<file path="config.mk">
export PLATFORM = sky130hd
export DESIGN_NAME = steer_en_gen_flat
export DESIGN_NICKNAME = d
export VERILOG_FILES = /design/src/rtl/steer_en_gen_pkg.sv /design/src/rtl/steer_en_gen_if.sv /design/src/rtl/steer_en_gen_settle_tmr.sv /design/src/rtl/steer_en_gen.sv /design/src/flat_wrapper.sv
export SDC_FILE = /design/constraint.sdc
export NUM_CORES = 1
export LEC_CHECK = 0
export CELL_PAD_IN_SITES_DETAIL_PLACEMENT = 1
export CELL_PAD_IN_SITES_GLOBAL_PLACEMENT = 1
export CORE_MARGIN = 4
export CORE_UTILIZATION = 45
export CTS_CLUSTER_SIZE = 16
export DETAILED_ROUTE_END_ITERATION = 6
export DONT_BUFFER_PORTS = 1
export PLACE_DENSITY = 0.9
export REMOVE_ABC_BUFFERS = 1
export SYNTH_ARGS = -nofsm -noshare
export SYNTH_HDL_FRONTEND = slang
export SYNTH_SLANG_ARGS = --single-unit
</file>
<file path="constraint.sdc">
create_clock -name clk -period 5.7 [get_ports clk]
set_clock_uncertainty 0.05 [all_clocks]
set_input_delay 0.57 -clock clk [delete_from_list [all_inputs] [get_ports clk]]
set_output_delay 0.57 -clock clk [all_outputs]
set_load 0.02 [all_outputs]
</file>
<file path="src/rtl/steer_en_gen_pkg.sv">
// steer_pkg: shared state type, default thresholds and settle constants for steer_en_gen.
package steer_pkg;

    typedef enum logic [1:0] {
        IDLE  = 2'd0,
        WAIT  = 2'd1,
        STEER = 2'd2
    } steer_state_t;

    // Default rider-present weight on the summed load and its hysteresis band.
    localparam int DEF_MIN_RIDER_WT = 32'sh0000_0200;
    localparam int DEF_WT_HYST      = 32'sh0000_0040;

    // Shortened settle length used when FAST_SIM is set.
    localparam int FAST_SETTLE_CYC  = 32'sd16384;

    // Width of a counter holding n distinct values; never narrower than one bit.
    function automatic int cnt_width(input int n);
        if (n > 32'sd1) begin
            return $clog2(n);
        end else begin
            return 32'sd1;
        end
    endfunction

endpackage

</file>
<file path="src/rtl/steer_en_gen_if.sv">
// steer_en_gen_if: load-cell inputs and rider/steer status outputs of the controller.
interface steer_en_gen_if #(
    parameter int LD_W = 12
);
    logic signed [LD_W-1:0] lft_ld;
    logic signed [LD_W-1:0] rght_ld;
    logic                   en_steer;
    logic                   rider_off;
    logic [1:0]             state;

    // Load-cell side: drives loads, observes status.
    modport master (
        output lft_ld,
        output rght_ld,
        input  en_steer,
        input  rider_off,
        input  state
    );

    // Controller side: consumes loads, produces status.
    modport slave (
        input  lft_ld,
        input  rght_ld,
        output en_steer,
        output rider_off,
        output state
    );
endinterface

</file>
<file path="src/rtl/steer_en_gen_settle_tmr.sv">
// settle_tmr: up-counter that raises done at its terminal count; clr wins over run.
module settle_tmr #(
    parameter int WIDTH = 14,
    parameter int TERM  = 16383
) (
    input  logic clk,
    input  logic rst_n,
    input  logic clr,
    input  logic run,
    output logic done
);
    localparam logic [WIDTH-1:0] TERM_C = WIDTH'(TERM);
    localparam logic [WIDTH-1:0] ONE_C  = WIDTH'(32'd1);

    logic [WIDTH-1:0] cnt_q;
    logic [WIDTH-1:0] cnt_d;

    // Next count: clear has priority, otherwise advance while running, else hold.
    always_comb begin
        cnt_d = cnt_q;
        if (clr) begin
            cnt_d = '0;
        end else if (run) begin
            cnt_d = cnt_q + ONE_C;
        end else begin
            cnt_d = cnt_q;
        end
    end

    // Count register with synchronous active-low reset.
    always_ff @(posedge clk) begin
        if (!rst_n) begin
            cnt_q <= '0;
        end else begin
            cnt_q <= cnt_d;
        end
    end

    assign done = (cnt_q == TERM_C);

endmodule

</file>
<file path="src/rtl/steer_en_gen.sv">
// steer_en_gen: rider-presence detection and steering enable after a balanced settle period.
module steer_en_gen
    import steer_pkg::*;
#(
    parameter int LD_W         = 12,
    parameter int MIN_RIDER_WT = DEF_MIN_RIDER_WT,
    parameter int WT_HYST      = DEF_WT_HYST,
    parameter int ENTRY_SHF    = 32'sd2,
    parameter int EXIT_SHF     = 32'sd4,
    parameter int SETTLE_CYC   = 32'sd67_108_864,
    parameter bit FAST_SIM     = 1'b0,
    parameter int OFF_DLY      = 32'sd4
) (
    input  logic          clk,
    input  logic          rst_n,
    steer_en_gen_if.slave bus
);
    // Two guard bits keep sum, difference and its magnitude exact.
    localparam int W      = LD_W + 32'sd2;
    localparam int SETTLE = (FAST_SIM != 1'b0) ? FAST_SETTLE_CYC : SETTLE_CYC;
    localparam int TW     = cnt_width(SETTLE);
    localparam int OW     = cnt_width(OFF_DLY + 32'sd1);

    localparam logic signed [W-1:0] TH_ON    = W'(MIN_RIDER_WT + WT_HYST);
    localparam logic signed [W-1:0] TH_OFF   = W'(MIN_RIDER_WT - WT_HYST);
    localparam logic [OW-1:0]       OFF_LAST = OW'(OFF_DLY - 32'sd1);
    localparam logic [OW-1:0]       OFF_ONE  = OW'(32'd1);

    logic signed [W-1:0] lft_s;
    logic signed [W-1:0] rght_s;
    logic signed [W-1:0] sum_s;
    logic signed [W-1:0] diff_s;
    logic signed [W-1:0] adiff_s;
    logic signed [W-1:0] entry_lim_s;
    logic signed [W-1:0] exit_lim_s;
    logic                sum_gt_s;
    logic                sum_lt_s;
    logic                imbal_s;
    logic                lean_exit_s;

    steer_state_t        state_q;
    steer_state_t        state_d;
    logic [OW-1:0]       off_cnt_q;
    logic [OW-1:0]       off_cnt_d;
    logic                en_steer_q;
    logic                en_steer_d;
    logic                rider_off_q;
    logic                rider_off_d;

    logic                tmr_clr_s;
    logic                tmr_run_s;
    logic                tmr_done_s;

    // Load arithmetic and rider/balance flags, all signed at W bits.
    always_comb begin
        lft_s  = {{2{bus.lft_ld[LD_W-1]}}, bus.lft_ld};
        rght_s = {{2{bus.rght_ld[LD_W-1]}}, bus.rght_ld};
        sum_s  = lft_s + rght_s;
        diff_s = lft_s - rght_s;
        if (diff_s[W-1]) begin
            adiff_s = -diff_s;
        end else begin
            adiff_s = diff_s;
        end
        entry_lim_s = sum_s >>> ENTRY_SHF;
        exit_lim_s  = sum_s - (sum_s >>> EXIT_SHF);
        sum_gt_s    = (sum_s > TH_ON);
        sum_lt_s    = (sum_s < TH_OFF);
        imbal_s     = (adiff_s > entry_lim_s);
        lean_exit_s = (adiff_s > exit_lim_s);
    end

    // Next state, off-debounce count, settle timer control and output decode.
    always_comb begin
        state_d   = state_q;
        off_cnt_d = '0;
        tmr_clr_s = 1'b1;
        tmr_run_s = 1'b0;
        case (state_q)
            IDLE: begin
                if (sum_gt_s) begin
                    state_d = WAIT;
                end else begin
                    state_d = IDLE;
                end
            end
            WAIT: begin
                if (sum_lt_s) begin
                    state_d = IDLE;
                end else if (imbal_s) begin
                    // Any imbalance restarts the settle period, even on terminal count.
                    state_d = WAIT;
                end else if (tmr_done_s) begin
                    state_d = STEER;
                end else begin
                    state_d   = WAIT;
                    tmr_clr_s = 1'b0;
                    tmr_run_s = 1'b1;
                end
            end
            STEER: begin
                if (sum_lt_s) begin
                    // Low weight masks lean exit; only a full debounce run drops the rider.
                    if (off_cnt_q == OFF_LAST) begin
                        state_d   = IDLE;
                        off_cnt_d = '0;
                    end else begin
                        state_d   = STEER;
                        off_cnt_d = off_cnt_q + OFF_ONE;
                    end
                end else if (lean_exit_s) begin
                    state_d = WAIT;
                end else begin
                    state_d = STEER;
                end
            end
            default: begin
                state_d = IDLE;
            end
        endcase
        en_steer_d  = (state_d == STEER);
        rider_off_d = (state_d == IDLE);
    end

    // State, debounce counter and registered status outputs.
    always_ff @(posedge clk) begin
        if (!rst_n) begin
            state_q     <= IDLE;
            off_cnt_q   <= '0;
            en_steer_q  <= 1'b0;
            rider_off_q <= 1'b1;
        end else begin
            state_q     <= state_d;
            off_cnt_q   <= off_cnt_d;
            en_steer_q  <= en_steer_d;
            rider_off_q <= rider_off_d;
        end
    end

    settle_tmr #(
        .WIDTH (TW),
        .TERM  (SETTLE - 32'sd1)
    ) u_settle_tmr (
        .clk   (clk),
        .rst_n (rst_n),
        .clr   (tmr_clr_s),
        .run   (tmr_run_s),
        .done  (tmr_done_s)
    );

    assign bus.en_steer  = en_steer_q;
    assign bus.rider_off = rider_off_q;
    assign bus.state     = state_q;

endmodule

</file>
<file path="src/flat_wrapper.sv">
// flat-port wrapper written by rule: the top's interface ports become plain ports
module steer_en_gen_flat import steer_pkg::*;
#(
    parameter int LD_W         = 12,
    parameter int MIN_RIDER_WT = DEF_MIN_RIDER_WT,
    parameter int WT_HYST      = DEF_WT_HYST,
    parameter int ENTRY_SHF    = 32'sd2,
    parameter int EXIT_SHF     = 32'sd4,
    parameter int SETTLE_CYC   = 32'sd67_108_864,
    parameter bit FAST_SIM     = 1'b0,
    parameter int OFF_DLY      = 32'sd4
)
  (clk, rst_n, bus_lft_ld, bus_rght_ld, bus_en_steer, bus_rider_off, bus_state);
  steer_en_gen_if #(.LD_W(LD_W)) bus_i ();
  input  logic clk;
  input  logic rst_n;
  input wire logic [$bits(bus_i.lft_ld)-1:0] bus_lft_ld;
  input wire logic [$bits(bus_i.rght_ld)-1:0] bus_rght_ld;
  output wire logic [$bits(bus_i.en_steer)-1:0] bus_en_steer;
  output wire logic [$bits(bus_i.rider_off)-1:0] bus_rider_off;
  output wire logic [$bits(bus_i.state)-1:0] bus_state;
  assign bus_i.lft_ld = bus_lft_ld;
  assign bus_i.rght_ld = bus_rght_ld;
  assign bus_en_steer = bus_i.en_steer;
  assign bus_rider_off = bus_i.rider_off;
  assign bus_state = bus_i.state;
  steer_en_gen #(.LD_W(LD_W), .MIN_RIDER_WT(MIN_RIDER_WT), .WT_HYST(WT_HYST), .ENTRY_SHF(ENTRY_SHF), .EXIT_SHF(EXIT_SHF), .SETTLE_CYC(SETTLE_CYC), .FAST_SIM(FAST_SIM), .OFF_DLY(OFF_DLY)) u_core (.clk(clk), .rst_n(rst_n), .bus(bus_i));
endmodule
</file>
After elaboration in Yosys (flattened, before gate mapping)
Cells that the tools add are included. Widths: inputs -> output; s select.

$add $sub $neg: 6. Magnitude comparators: 4. Eq/ne operators: 5. Mux-type cells: 17. Bitwise gates (word level): 3. Reduce and logical (&&, ||, !) cells: 4.

Operators by type and width (count): $add 26x1->26 const B (1); $eq 26x26->1 const B (1); $gt 14x11->1 (1); $gt 14x14->1 (1); $mux 14 (1); $neg 14->14 (1); $sub 13x9->14 (1); $add 12x12->13 (1); $gt 13x11->1 const B (1); $lt 13x10->1 const B (1); $sub 12x12->13 (1); $mux 2 (6); $mux 1 (9); $pmux 2 s3 (1); $eq 2x2->1 const B (2); $logic_not 2->1 (2); $reduce_or 4->1 (1); $add 3x1->3 const B (1); $eq 3x2->1 const B (1); $not 1->1 (3); $eq 2x1->1 const B (1); $reduce_or 2->1 (1).

Flip-flop bits (word level): 33. Bits of input ports: 26. Output and inout bits: 4.

Longest topological paths before layout
Depth after elaboration: 8. Depth in mapped cells: 30. Gate-level depth less buffers: 29.

By module
From an unflattened synthesis, not the netlist that was laid out.

Cells, all modules: 559. Area total of the unflattened synthesis: 4428.0 um2.

Modules (own cells, without submodules): steer_en_gen (instances 1, cells an instance 412, area each 3204.3 um2, seq. area each 140.1 um2); settle_tmr (instances 1, cells an instance 147, area each 1223.7 um2, seq. area each 520.5 um2).

Worst setup path after synthesis
OpenSTA, ideal clock, no wires.

Path kind: input to register. Start: input bus_rght_ld[0]. End: register u_core.state_q[0], in the netlist u_core.bus.state[0]. Arrival time: 5332 ps. Required time: 5591 ps. Setup slack: 258 ps. Cell stages on the path: 28. Buffers on the path: 0. Cell sequence: ha_1 -> inv_1 -> fa_1 -> o21ba_2 -> o22ai_1 -> nor2_1 -> o21bai_1 -> xnor2_1 -> ha_1 -> nor2b_1 -> o21ai_0 -> nand2b_1 -> a21o_1 -> a21o_1 -> a221oi_1 -> o21ai_0 -> a21o_1 -> a21o_1 -> ha_1 -> nand4_1 -> nor2_1 -> o21ai_0 -> and4_1 -> nor4_1 -> nand2_1 -> a21o_1 -> nand2b_1 -> and3_1.

Longest elaborated chain between the ends: 7. Elaborated cells between the ends (all ways): 15.

Ends and longest elaborated chain: start: declaration (RTL line flat_wrapper.sv:18) `input wire logic [$bits(bus_i.rght_ld)-1:0] bus_rght_ld;`; $sub 12x12->13 (RTL line steer_en_gen.sv:59) `diff_s = lft_s - rght_s;`; $neg 14->14 (RTL line steer_en_gen.sv:61) `adiff_s = -diff_s;`; $mux 14 (RTL line steer_en_gen.sv:60) `if (diff_s[W-1]) begin`; $gt 14x14->1 or $gt 14x11->1 (tied branches) (RTL line steer_en_gen.sv:70, steer_en_gen.sv:69); $mux 2 (on tied branches) (RTL line steer_en_gen.sv:111, steer_en_gen.sv:90); $mux 2 (on tied branches) (RTL line steer_en_gen.sv:102, steer_en_gen.sv:88); $pmux 2 s3 * (RTL line steer_en_gen.sv:79) `case (state_q)`; end signal: assignment (RTL line steer_en_gen.sv:133) `state_q <= state_d;`; end: declaration (RTL line steer_en_gen.sv:41) `steer_state_t state_q;`.

Mark *: on every way between the ends. The rest lies on a longest branch, timed or not. A chain may end at the register's enable or synchronous reset.

Worst setup path after layout
Start: input bus_rght_ld[0]. End: register u_core.rider_off_q, in the netlist u_core.bus.rider_off.

Longest elaborated chain between the ends: 8. Elaborated cells between the ends (all ways): 16.

Ends and longest elaborated chain: $sub 12x12->13 (RTL line steer_en_gen.sv:59); $neg 14->14 (RTL line steer_en_gen.sv:61); $mux 14 (RTL line steer_en_gen.sv:60); $gt 14x14->1 or $gt 14x11->1 (tied branches) (RTL line steer_en_gen.sv:70, steer_en_gen.sv:69); $mux 2 (on tied branches) (RTL line steer_en_gen.sv:111, steer_en_gen.sv:90); $mux 2 (on tied branches) (RTL line steer_en_gen.sv:102, steer_en_gen.sv:88); $pmux 2 s3 * (RTL line steer_en_gen.sv:79); $logic_not 2->1 * (RTL line steer_en_gen.sv:122) `rider_off_d = (state_d == IDLE);`; end signal: assignment (RTL line steer_en_gen.sv:136) `rider_off_q <= rider_off_d;`; end: declaration (RTL line steer_en_gen.sv:47) `logic rider_off_q;`.

Marks and branches as above.

==> metrics.md <==
| Metric | Value |
|---|---|
| First-pass GRT wire length | `21800 um` |
| Clock transition at path regs | `0.07 ns` |
| Critical path's largest stage delay | `0.40 ns` |
| Via Count | `4213` |
| Worst skew pair latency | `slightly below 0.3 ns` |
| Crit path max-delay cell type | `fa_1` |
| Peak supply drop | `approximately 120 uV` |
| Crit. End Element | `flop` |
| Synth Area in XOR/XNOR | `14.6%` |
| Drt pass-1 iters | `4` |
| Largest net degree at the start of global routing | `27` |
| Total wire length | `approximately 13000 um` |
| Hold Vio Cnt, Final | `0` |
| Yosys warns | `0` |
| Ys flop type | `dfxtp_1` |
| Chip Width | `109 um` |
| Top cell by count, worst path | `a21o_1` |
| Clock power share | `14.9%` |
| Switch share | `44.8%` |
| Routability cong. | `0.893` |
| Overflow after GRT | `0` |
| Final slew viol count | `0` |
| Largest family of logic cells by synthesized area | `simple AND/OR/NAND/NOR gates` |
| Worst hold path class | `input port to flop` |
| Count of input and output buffers | `0` |
| Synth cell types | `91` |
| Crit share post-route | `96.7%` |
| DRC Markers | `0` |
| Crit Path Max Fanout | `3` |
| Hpwl dp | `10800 um` |
| Worst-Margin Slew | `0.663 ns` |
| Async S/R FF share, synth | `0%` |
| Seq/Total Area, Yosys | `14.4%` |
| Post-Synthesis Cell Area | `between 4000 and 5000 um^2` |
| Yosys reg bits | `33` |
| Number of synthesized flops with an enable pin | `0` |
| Initial Utilization | `46.6%` |
| Share of cells above drive strength 1 | `16.5%` |
| WP data required | `5.81 ns` |
| Mux contribution to synthesized area | `0.246%` |
| CTS root buf | `clkbuf_8` |
| PD cells | `approximately 300 nW/um^2` |
| # nets final | `653` |
| # H-tree levels | `2` |
| CTS tree | `done` |
| Vias in the first global route | `4617` |
| Hold buffer count at cts | `0` |
| Fin crit period | `5.51 ns` |
| Relative slew slack | `55.7%` |
| Avg Inst Size Synth | `8.44 um^2` |
| WS Path Type | `input port to flop` |
| Dpl ws | `-0.254 ns` |
| Fillers | `1221` |
| Layout area overhead | `9.57%` |
| Post-Synth Simple-Gate Area | `between 20% and 30%` |
| Synth Area in Adders | `18.3%` |
| Average wire per standard cell | `19.1 um` |
| Total power | `around 0.0015 W` |
| Pint | `0.000830 W` |
| Initial detailed-routing violation count | `roughly 150` |
| Antenna viol nets, final | `0` |
| Fin area | `around 5000 um^2` |
| Ant diodes | `0` |
| Antenna violations before repair | `0` |
| Worst Slack Setup Final | `0.188 ns` |
| Commonest cells after routing, fill and taps aside | `62 x ha_1, 42 x inv_1, 39 x nor2_1` |
| Sw Pwr | `0.000674 W` |
| IO Pins | `30` |
| Setup TNS | `0 ns` |
| Logic pwr share | `69.0%` |
| Outcome | `finished, final reports clean` |
| Cts bufs inserted | `5` |
| Worst Path Arrival | `5.62 ns` |
| Die H | `109 um` |
| Reg power frac | `16.1%` |
| Total GRT Usage | `~23%` |
| Startpoint Class | `input port` |
| Synth Area in Compound Gates | `a little under a quarter` |
| Vias/cell | `approximately 6.1` |
| Worst-case clock buffer depth | `2` |
| Die area | `11800 um^2` |
| Crit-path leading delay family | `compound AO/OA/AOI/OAI gates` |
| Buf/Inv on CP | `1` |
| Max Cap Violations | `0` |
| Fmax | `0.181 GHz` |
| Mapped Cells | `542` |
| Core area | `around 9800 um^2` |
| Most common cell after layout, fill and taps aside | `ha_1` |
| # clock sinks | `33` |
| Final setup fails | `0` |
| Leakage power | `2.13 nW` |
| Placed Area | `slightly below 5000 um^2` |
| Cell row count | `36` |
-- power by group through the flow --
stage	clock [W]	combinational (W)	sequential, W
CTS	0.000229	0.000978	0.000242
detailed placement	0	0.000964	0.000247
global placement	0	0.000892	0.000247
global route	0.000237	0.00113	0.000242
floorplan	0	0.000708	0.000245
finish	0.000225	0.00104	0.000242
-- Yosys cell counts (all sizes together) (8+ instances only) --
master	n	share of area (%)
a21o	17	2.8
a21oi	26	3.3
and3	15	2.2
buf	10	1.7
dfxtp	33	14
ha	62	17
inv	43	3.5
nand2	26	2.2
nand2b	9	1.2
nand3	14	1.5
nand4	14	1.9
nor2	60	6.8
nor2b	13	1.8
nor4	8	1.2
o21ai	18	2.1
xnor2	41	8.2
xor2	25	4.9
-- worst reg2reg max path: stages, from the launching register on --
cell	delay, ns
dfxtp_1	0.40
ha_1	0.24
nand3_1	0.21
nor4_1	0.55
and3_1	0.37
and3_1	0.31
nand4b_4	0.51
nor2_1	0.16
-- layout make-up --
| type | count | area [um^2] | area share, % |
|---|---|---|---|
| clock inverter | 1 | 30.0 | 0.599 |
| multi-input combinational | 452 | 3710 | 74.0 |
| clock buffer | 7 | 86.3 | 1.72 |
| inverter | 44 | 165 | 3.29 |
| tap | 133 | 166 | 3.32 |
| sequential | 33 | 661 | 13.2 |
| timing repair buffer | 26 | 195 | 3.89 |
-- flip-flops by register name, summed over array words and instances, names as in the netlist --
name                       flops
u_core.bus.en_steer            1
u_core.bus.rider_off           1
u_core.bus.state               2
u_core.off_cnt_q               3
u_core.u_settle_tmr.cnt_q     26
-- per-stage QoR --
step	hold WS, ns	utilization [%]	instances
after floorplan	0.349	-	529
after global placement	0.359	49.0	683
after detailed placement	0.363	49.0	683
after CTS	0.324	50.2	691
after global routing	0.352	51.1	696
final	0.363	51.1	696
-- cell families (layout without fill, tap and decap cells) --
family | count (synthesis) | in the layout
DFF | 33 | 33
buffers and inverters | 58 | 78
other | 1 | 2
AOI/OAI and AO/OA | 127 | 127
muxes | 1 | 1
and+or+nand+nor | 188 | 188
adders and majority gates | 65 | 65
xor gates and xnor gates | 69 | 69
-- worst paths after layout --
| check | startpoint | endpoint | slack, ns | depth (start not counted) |
|---|---|---|---|---|
| worst min register to register | u_core.off_cnt_q[0] | u_core.off_cnt_q[0] | 0.37 | 1 |
| worst min-delay path | rst_n | u_core.bus.rider_off | 0.36 | 1 |
| worst max register to register | u_core.u_settle_tmr.cnt_q[0] | u_core.u_settle_tmr.cnt_q[12] | 2.75 | 7 |
| worst max-delay path | bus_rght_ld[0] | u_core.bus.rider_off | 0.19 | 28 |
-- repair_timing --
item | in CTS | in global routing
pin swaps | 0 | 9
buffers inserted | 0 | 5
resized for setup | 1 | 9
endpoints found under the setup margin | 1 | 4
-- routing by layer --
metal | wire (um) | vias to the layer above | track usage (%)
met5 | 0 | - | 0
met4 | 522 | 0 | 9.65
met3 | 312 | 50 | 2.31
met2 | 7130 | 92 | 44.2
met1 | 5320 | 2080 | 24.7
li1 | - | 1991 | -
Note: power is estimated with default switching activity, not from simulation.
